$ cat src/rtl/adder_arbiter_pkg.sv
// ============================================================================
//  Module   : adder_arbiter_pkg
//  Brief    : Shared types and constants for the two-requester add/sub arbiter.
//  Revision : 1.0 - initial release
// ============================================================================
`default_nettype none

package adder_arbiter_pkg;

    localparam int DATA_W = 8;

    localparam logic OP_ADD = 1'b1;
    localparam logic OP_SUB = 1'b0;

    typedef enum logic [1:0] {
        ST_IDLE = 2'd0,
        ST_EXEC = 2'd1,
        ST_RESP = 2'd2
    } state_t;

endpackage

`default_nettype wire

$ cat src/rtl/adder_arbiter_if.sv
// ============================================================================
//  Module   : adder_arbiter_if
//  Brief    : Request/response bundle between the two clients and the arbiter.
//  Revision : 1.0 - initial release
// ============================================================================
`default_nettype none

interface adder_arbiter_if
    import adder_arbiter_pkg::*;
#(
    parameter int W = DATA_W
) ();

    logic         req0_valid;
    logic         req0_ready;
    logic [W-1:0] req0_a;
    logic [W-1:0] req0_b;
    logic         req0_add;

    logic         req1_valid;
    logic         req1_ready;
    logic [W-1:0] req1_a;
    logic [W-1:0] req1_b;
    logic         req1_add;

    logic         rsp_valid;
    logic         rsp_ready;
    logic         rsp_id;
    logic [W-1:0] rsp_sum;
    logic         rsp_cout;
    logic         rsp_v;
    logic [15:0]  op_cnt;

    modport slave (
        input  req0_valid, req0_a, req0_b, req0_add,
        input  req1_valid, req1_a, req1_b, req1_add,
        input  rsp_ready,
        output req0_ready, req1_ready,
        output rsp_valid, rsp_id, rsp_sum, rsp_cout, rsp_v, op_cnt
    );

    modport master (
        output req0_valid, req0_a, req0_b, req0_add,
        output req1_valid, req1_a, req1_b, req1_add,
        output rsp_ready,
        input  req0_ready, req1_ready,
        input  rsp_valid, rsp_id, rsp_sum, rsp_cout, rsp_v, op_cnt
    );

endinterface

`default_nettype wire

$ cat src/rtl/adder_arbiter_addsub.sv
// ============================================================================
//  Module   : addsub_unit
//  Brief    : Combinational W-bit generate/propagate add/sub with carry and
//             two's-complement overflow.
//  Revision : 1.0 - initial release
// ============================================================================
`default_nettype none

module addsub_unit
    import adder_arbiter_pkg::*;
#(
    parameter int W = DATA_W
) (
    input  wire logic [W-1:0] i_a,
    input  wire logic [W-1:0] i_b,
    input  wire logic         i_add,
    output logic      [W-1:0] o_sum,
    output logic              o_cout,
    output logic              o_v
);

    logic [W-1:0] w_bx;
    logic [W-1:0] w_g;
    logic [W-1:0] w_p;
    logic [W:0]   w_c;

    // Subtract is a + ~b + 1: invert b and inject the +1 as carry-in.
    assign w_bx   = (i_add == OP_ADD) ? i_b : ~i_b;
    assign w_c[0] = (i_add == OP_SUB);
    assign w_g    = i_a & w_bx;
    assign w_p    = i_a ^ w_bx;

    generate
        for (genvar i = 0; i < W; i++) begin : g_carry
            assign w_c[i+1] = w_g[i] | (w_p[i] & w_c[i]);
        end
    endgenerate

    assign o_sum  = w_p ^ w_c[W-1:0];
    assign o_cout = w_c[W];
    assign o_v    = w_c[W] ^ w_c[W-1];

endmodule

`default_nettype wire

$ cat src/rtl/adder_arbiter.sv
// ============================================================================
//  Module   : adder_arbiter
//  Brief    : Shares one add/sub unit between two requesters; IDLE/EXEC/RESP FSM
//             with registered, id-tagged responses. ADDER_ARB_RR_EN selects
//             round-robin arbitration, otherwise req0 has fixed priority.
//  Revision : 1.0 - initial release
// ============================================================================
`default_nettype none

module adder_arbiter
    import adder_arbiter_pkg::*;
#(
    parameter int W = DATA_W
) (
    input  wire logic       clk,
    input  wire logic       rst,
    adder_arbiter_if.slave  bus
);

    state_t       r_state;
    logic [W-1:0] r_a;
    logic [W-1:0] r_b;
    logic         r_add;
    logic         r_id;
    logic         r_rsp_valid;
    logic         r_rsp_id;
    logic [W-1:0] r_rsp_sum;
    logic         r_rsp_cout;
    logic         r_rsp_v;
    logic [15:0]  r_op_cnt;

    logic [W-1:0] w_sum;
    logic         w_cout;
    logic         w_v;
    logic         w_grant0;
    logic         w_grant1;
    logic         w_idle;

`ifdef ADDER_ARB_RR_EN
    logic r_last_grant;

    // On contention the requester that did not win last time is granted.
    assign w_grant0 = bus.req0_valid & (~bus.req1_valid | r_last_grant);
    assign w_grant1 = bus.req1_valid & (~bus.req0_valid | ~r_last_grant);
`else
    assign w_grant0 = bus.req0_valid;
    assign w_grant1 = bus.req1_valid & ~bus.req0_valid;
`endif

    assign w_idle         = (r_state == ST_IDLE) & ~rst;
    assign bus.req0_ready = w_idle & w_grant0;
    assign bus.req1_ready = w_idle & w_grant1;

    addsub_unit #(.W(W)) u_addsub (
        .i_a    (r_a),
        .i_b    (r_b),
        .i_add  (r_add),
        .o_sum  (w_sum),
        .o_cout (w_cout),
        .o_v    (w_v)
    );

    always_ff @(posedge clk or posedge rst) begin
        if (rst) begin
            r_state     <= ST_IDLE;
            r_a         <= '0;
            r_b         <= '0;
            r_add       <= OP_ADD;
            r_id        <= 1'b0;
            r_rsp_valid <= 1'b0;
            r_rsp_id    <= 1'b0;
            r_rsp_sum   <= '0;
            r_rsp_cout  <= 1'b0;
            r_rsp_v     <= 1'b0;
            r_op_cnt    <= 16'd0;
`ifdef ADDER_ARB_RR_EN
            r_last_grant <= 1'b1;
`endif
        end else begin
            case (r_state)
                ST_IDLE: begin
                    if (w_grant0 | w_grant1) begin
                        r_a     <= w_grant1 ? bus.req1_a   : bus.req0_a;
                        r_b     <= w_grant1 ? bus.req1_b   : bus.req0_b;
                        r_add   <= w_grant1 ? bus.req1_add : bus.req0_add;
                        r_id    <= w_grant1;
                        r_state <= ST_EXEC;
`ifdef ADDER_ARB_RR_EN
                        r_last_grant <= w_grant1;
`endif
                    end
                end
                ST_EXEC: begin
                    r_rsp_sum   <= w_sum;
                    r_rsp_cout  <= w_cout;
                    r_rsp_v     <= w_v;
                    r_rsp_id    <= r_id;
                    r_rsp_valid <= 1'b1;
                    r_state     <= ST_RESP;
                end
                ST_RESP: begin
                    if (bus.rsp_ready) begin
                        r_rsp_valid <= 1'b0;
                        r_op_cnt    <= r_op_cnt + 16'd1;
                        r_state     <= ST_IDLE;
                    end
                end
                default: r_state <= ST_IDLE;
            endcase
        end
    end

    assign bus.rsp_valid = r_rsp_valid;
    assign bus.rsp_id    = r_rsp_id;
    assign bus.rsp_sum   = r_rsp_sum;
    assign bus.rsp_cout  = r_rsp_cout;
    assign bus.rsp_v     = r_rsp_v;
    assign bus.op_cnt    = r_op_cnt;

endmodule

`default_nettype wire

$ cat src/flat_wrapper.sv
// flat-port wrapper written by rule: the top's interface ports become plain ports
module adder_arbiter_flat import adder_arbiter_pkg::*;
#(
    parameter int W = DATA_W
)
  (clk, rst, bus_req0_valid, bus_req0_a, bus_req0_b, bus_req0_add, bus_req1_valid, bus_req1_a, bus_req1_b, bus_req1_add, bus_rsp_ready, bus_req0_ready, bus_req1_ready, bus_rsp_valid, bus_rsp_id, bus_rsp_sum, bus_rsp_cout, bus_rsp_v, bus_op_cnt);
  adder_arbiter_if #(.W(W)) bus_i ();
  input  wire logic clk;
  input  wire logic rst;
  input wire logic [$bits(bus_i.req0_valid)-1:0] bus_req0_valid;
  input wire logic [$bits(bus_i.req0_a)-1:0] bus_req0_a;
  input wire logic [$bits(bus_i.req0_b)-1:0] bus_req0_b;
  input wire logic [$bits(bus_i.req0_add)-1:0] bus_req0_add;
  input wire logic [$bits(bus_i.req1_valid)-1:0] bus_req1_valid;
  input wire logic [$bits(bus_i.req1_a)-1:0] bus_req1_a;
  input wire logic [$bits(bus_i.req1_b)-1:0] bus_req1_b;
  input wire logic [$bits(bus_i.req1_add)-1:0] bus_req1_add;
  input wire logic [$bits(bus_i.rsp_ready)-1:0] bus_rsp_ready;
  output wire logic [$bits(bus_i.req0_ready)-1:0] bus_req0_ready;
  output wire logic [$bits(bus_i.req1_ready)-1:0] bus_req1_ready;
  output wire logic [$bits(bus_i.rsp_valid)-1:0] bus_rsp_valid;
  output wire logic [$bits(bus_i.rsp_id)-1:0] bus_rsp_id;
  output wire logic [$bits(bus_i.rsp_sum)-1:0] bus_rsp_sum;
  output wire logic [$bits(bus_i.rsp_cout)-1:0] bus_rsp_cout;
  output wire logic [$bits(bus_i.rsp_v)-1:0] bus_rsp_v;
  output wire logic [$bits(bus_i.op_cnt)-1:0] bus_op_cnt;
  assign bus_i.req0_valid = bus_req0_valid;
  assign bus_i.req0_a = bus_req0_a;
  assign bus_i.req0_b = bus_req0_b;
  assign bus_i.req0_add = bus_req0_add;
  assign bus_i.req1_valid = bus_req1_valid;
  assign bus_i.req1_a = bus_req1_a;
  assign bus_i.req1_b = bus_req1_b;
  assign bus_i.req1_add = bus_req1_add;
  assign bus_i.rsp_ready = bus_rsp_ready;
  assign bus_req0_ready = bus_i.req0_ready;
  assign bus_req1_ready = bus_i.req1_ready;
  assign bus_rsp_valid = bus_i.rsp_valid;
  assign bus_rsp_id = bus_i.rsp_id;
  assign bus_rsp_sum = bus_i.rsp_sum;
  assign bus_rsp_cout = bus_i.rsp_cout;
  assign bus_rsp_v = bus_i.rsp_v;
  assign bus_op_cnt = bus_i.op_cnt;
  adder_arbiter #(.W(W)) u_core (.clk(clk), .rst(rst), .bus(bus_i));
endmodule
$ cat config.mk
export PLATFORM = sky130hd
export DESIGN_NAME = adder_arbiter_flat
export DESIGN_NICKNAME = d
export VERILOG_FILES = /design/src/rtl/adder_arbiter_pkg.sv /design/src/rtl/adder_arbiter_if.sv /design/src/rtl/adder_arbiter_addsub.sv /design/src/rtl/adder_arbiter.sv /design/src/flat_wrapper.sv
export SDC_FILE = /design/constraint.sdc
export NUM_CORES = 1
export LEC_CHECK = 0
export BUFFER_PORTS_ARGS = -buffer_cell sky130_fd_sc_hd__buf_2
export CAP_MARGIN = 20
export CELL_PAD_IN_SITES_DETAIL_PLACEMENT = 0
export CELL_PAD_IN_SITES_GLOBAL_PLACEMENT = 2
export CORE_ASPECT_RATIO = 0.5
export CORE_MARGIN = 5
export CORE_UTILIZATION = 32
export DETAILED_ROUTE_END_ITERATION = 8
export GPL_ROUTABILITY_DRIVEN = 0
export PLACE_DENSITY_LB_ADDON = 0.1
export SETUP_SLACK_MARGIN = 0.5
export SLEW_MARGIN = 20
export SYNTH_ARGS = -nofsm -noshare
export SYNTH_HDL_FRONTEND = slang
export SYNTH_SLANG_ARGS = --single-unit
$ cat constraint.sdc
create_clock -name clk -period 5.4 [get_ports clk]
set_input_delay 0.81 -clock clk [delete_from_list [all_inputs] [get_ports clk]]
set_output_delay 0.81 -clock clk [all_outputs]
set_load 0.02 [all_outputs]
==> results.tsv <==
metric	value	unit
setup violators final	0	
initial antenna violation count	0	
Root Driver	clkbuf_16	
Mapped Area	0.00231	sq mm
DRT Pass-1 Iters	4	
Final Cycle Share	75.8	%
Reg2Reg Depth	10	
Total Die Area	0.00912	sq mm
Hold WC Path Type	reg2reg	
Hold Path Depth	1	
hold path endpoint	u_core.bus.op_cnt[15]	
Yosys top cell by area	dfrtp_1	
Die X	130	microns
Gate power share	41.4	%
main combinational cell family by area after synthesis	simple AND/OR/NAND/NOR gates	
Worst setup SP type	register	
Fin. Hold Viols	0	
CTS tree	built	
post-DP HPWL	3720	microns
CTS sink count	48	
slowest CP cell	dfstp_2	
crit path cell chain	xor2_1 > fa_1 > fa_1 > fa_1 > fa_1 > fa_1 > fa_1 > inv_1 > fa_1 > mux2_2	
Layout Skew	0.00467	ns
largest net degree at the start of global routing	51	
GRT Residual Overflow	0	
vias in the first global route	1778	
Setup TNS Final	0	ns
Setup crit end kind	register	
post-synthesis to final-layout area growth	25.2	%
post_cts resized	0	
Rel. slew slack	50.2	%
Reg power frac	38.6	%
RSZ-0062 raised after global routing	false	
layout cells sized above 1	31.8	%
RR Startpoint	u_core.r_add	
Initial Utilization	33.7	%
distinct cell type count after synthesis	30	
CORE AREA	0.00686	sq mm
Syn Inst Count	211	
area of the multi-input gates	0.00103	sq mm
Pins Over Slew Limit	0	
worst-path fanout max	9	
CP dominant cell by count	fa_1	
io pins	69	
Clock Latency Late Sink	0.29	ns
Vias per Instance	4.44	
fraction of registers with async set/reset	100	%
Clock Path Buffers	2	
power density over cell area	547	mW/mm^2
first-pass GRT wire length	8800	microns
Max Clk Rate	244	MHz
n_diodes	0	
Worst EP arrival	4.27	ns
TritonCTS Buffers	5	
slew at the pin closest to its max-slew limit	0.745	ns
top_reg_cell synth	dfrtp_1	
Pint	958	uW
peak supply drop	183	uV
hold_sp	u_core.bus.op_cnt[15]	
post-synthesis register bit count	48	
Post-synth EDFFs	0	
starting DRC count in detailed routing	88	
Sequential Area	0.00120	sq mm
Buffers on Ports	68	
Post-Layout Cell Count	372	
Area contributors post-synth	dfrtp_1 (51%), mux2i_1 (7.8%), fa_1 (6.1%), xnor2_1 (5.7%), o21ai_0 (5.6%)	
placed cells	364	
Fillers	679	
status	complete, no violations	
Final min period	4.10	ns
area share of and/or/nand/nor cells after synthesis	12.4	%
Setup CP Type	reg2reg	
CTS H-Tree Depth	2	
routed wire length	4970	microns
complex-gate fraction of the synthesized area	6.50	%
Die H	70.1	microns
cts hold-fix bufs	0	
post-route ant nets	0	
CP peak stage delay	0.66	ns
nets@finish	326	
post-synthesis sequential area ratio	52.0	%
mux contribution to synthesized area	9.26	%
Tot GR Track Use	12.2	%
Lkg Pwr	1.44	nW
vias post-DR	1653	
Sw Share	39.5	%
postcts setup bufs	0	
r2r setup slk	1.30	ns
XOR/XNOR Fraction of Synth Area	9.10	%
Post-route DRC	0	
clock share of power	20.0	%
worst r2r dst	u_core.bus.rsp_sum[7]	
nets in the synthesized netlist	258	
CTS clk-pin slew, worst paths	0.07	ns
Synth Area in Adders	6.61	%
row cnt	21	
Critical Path RT	5.58	ns
Synth warnings	0	
max-cap check violation count	0	
Wirelength per Cell	13.4	microns
Yosys top cell area share	50.9	%
P_sw	626	uW
Syn Area/Cell	11.0	sq um
## cells by family (layout without fill, tap and decap cells)
family,after synthesis,in the layout
simple gates,59,59
buf+inv,21,90
flops,48,48
xor+xnor,24,24
compound gates,30,30
fa+ha+maj,8,8
mux,21,21
## power groups by stage
stage	combinational [mW]	sequential [mW]	clock, mW
6_report	0.656	0.611	0.317
5_1_grt	0.770	0.638	0.348
4_1_cts	0.683	0.616	0.328
3_5_place_dp	0.682	0.623	0
3_3_place_gp	0.659	0.616	0
2_1_floorplan	0.427	0.654	0
## worst max path at each step
stage / start / end / slack (ns) / cells after the start
after floorplan: u_core.r_add / u_core.bus.rsp_sum[7] / 1.43 / 11
after global placement: u_core.r_add / u_core.bus.rsp_sum[7] / 1.37 / 10
after detailed placement: u_core.r_add / u_core.bus.rsp_sum[7] / 1.28 / 10
after CTS: u_core.r_add / u_core.bus.rsp_sum[7] / 1.28 / 10
after global routing: u_core.r_add / u_core.bus.rsp_sum[7] / 1.13 / 10
final: u_core.r_add / u_core.bus.rsp_sum[7] / 1.30 / 10
## cells in the mapped netlist, types with 2 or more instances
master / number
dfrtp_1: 47
nand2_1: 34
o21ai_0: 26
mux2i_1: 18
xnor2_1: 15
inv_1: 12
xor2_1: 9
fa_1: 7
nand3_1: 5
nand4_1: 5
buf_2: 4
a21oi_1: 3
clkbuf_1: 3
mux2_2: 3
nor2_1: 3
and3_1: 2
nand2b_1: 2
## area by class of cell
class,instances,share of cell area [%]
clock buffer,6,4.80
inverter,12,1.56
tap,92,3.98
multi-input combinational,142,35.5
sequential,48,41.5
clock inverter,2,0.346
timing repair buffer,70,12.3
## metrics by stage
step / hold slack (ns) / worst slack [ns] / util, % / instance area [sq um] / total power [mW]
after global routing: 0.506 / 1.13 / 42.2 / 2890 / 1.76
final: 0.473 / 1.30 / 42.2 / 2890 / 1.58
after global placement: 0.459 / 1.37 / 39.9 / 2740 / 1.28
after detailed placement: 0.465 / 1.28 / 40.0 / 2750 / 1.30
after floorplan: 0.450 / 1.43 / - / 2310 / 1.08
after CTS: 0.474 / 1.28 / 42.2 / 2890 / 1.63
## registers in the layout, summed over array words and instances (netlist names)
register,count
u_core.r_state,2
u_core.r_add,1
u_core.r_id,1
u_core.bus.rsp_v,1
u_core.bus.rsp_valid,1
u_core.bus.op_cnt,16
u_core.bus.rsp_id,1
u_core.bus.rsp_cout,1
u_core.r_b,8
u_core.r_a,8
u_core.bus.rsp_sum,8
## cells in the final DEF (no fill, tap or decap), drive strengths merged
cell / count
nand2b: 2
buf: 70
nand3b: 1
mux2: 3
nor2b: 1
dfrtp: 47
nand2: 34
nand4: 5
ha: 1
nor3: 1
xnor2: 15
inv: 12
and4: 2
mux2i: 18
and3: 2
and2: 1
nand3: 5
dfstp: 1
o21ai: 27
xor2: 9
nor2: 4
fa: 7
clkinv: 2
clkbuf: 6
and3b: 1
a21oi: 3
## metal layers
metal / GRT usage [%] / vias up / share of wire, %
met5: 0 / - / 0
met1: 16.3 / 775 / 47
met3: 4.65 / 5 / 7.4
met4: 3.57 / 0 / 0.85
li1: - / 833 / -
met2: 18.5 / 40 / 45
## critical path: cells and delay by family, from the launching register on
kind	cells	cell delay (ns)
adders and majority gates	7	2.84
DFF	1	0.66
muxes	1	0.27
xor gates and xnor gates	1	0.13
buffers and inverters	1	0.09
Note: power is estimated with default switching activity, not from simulation.
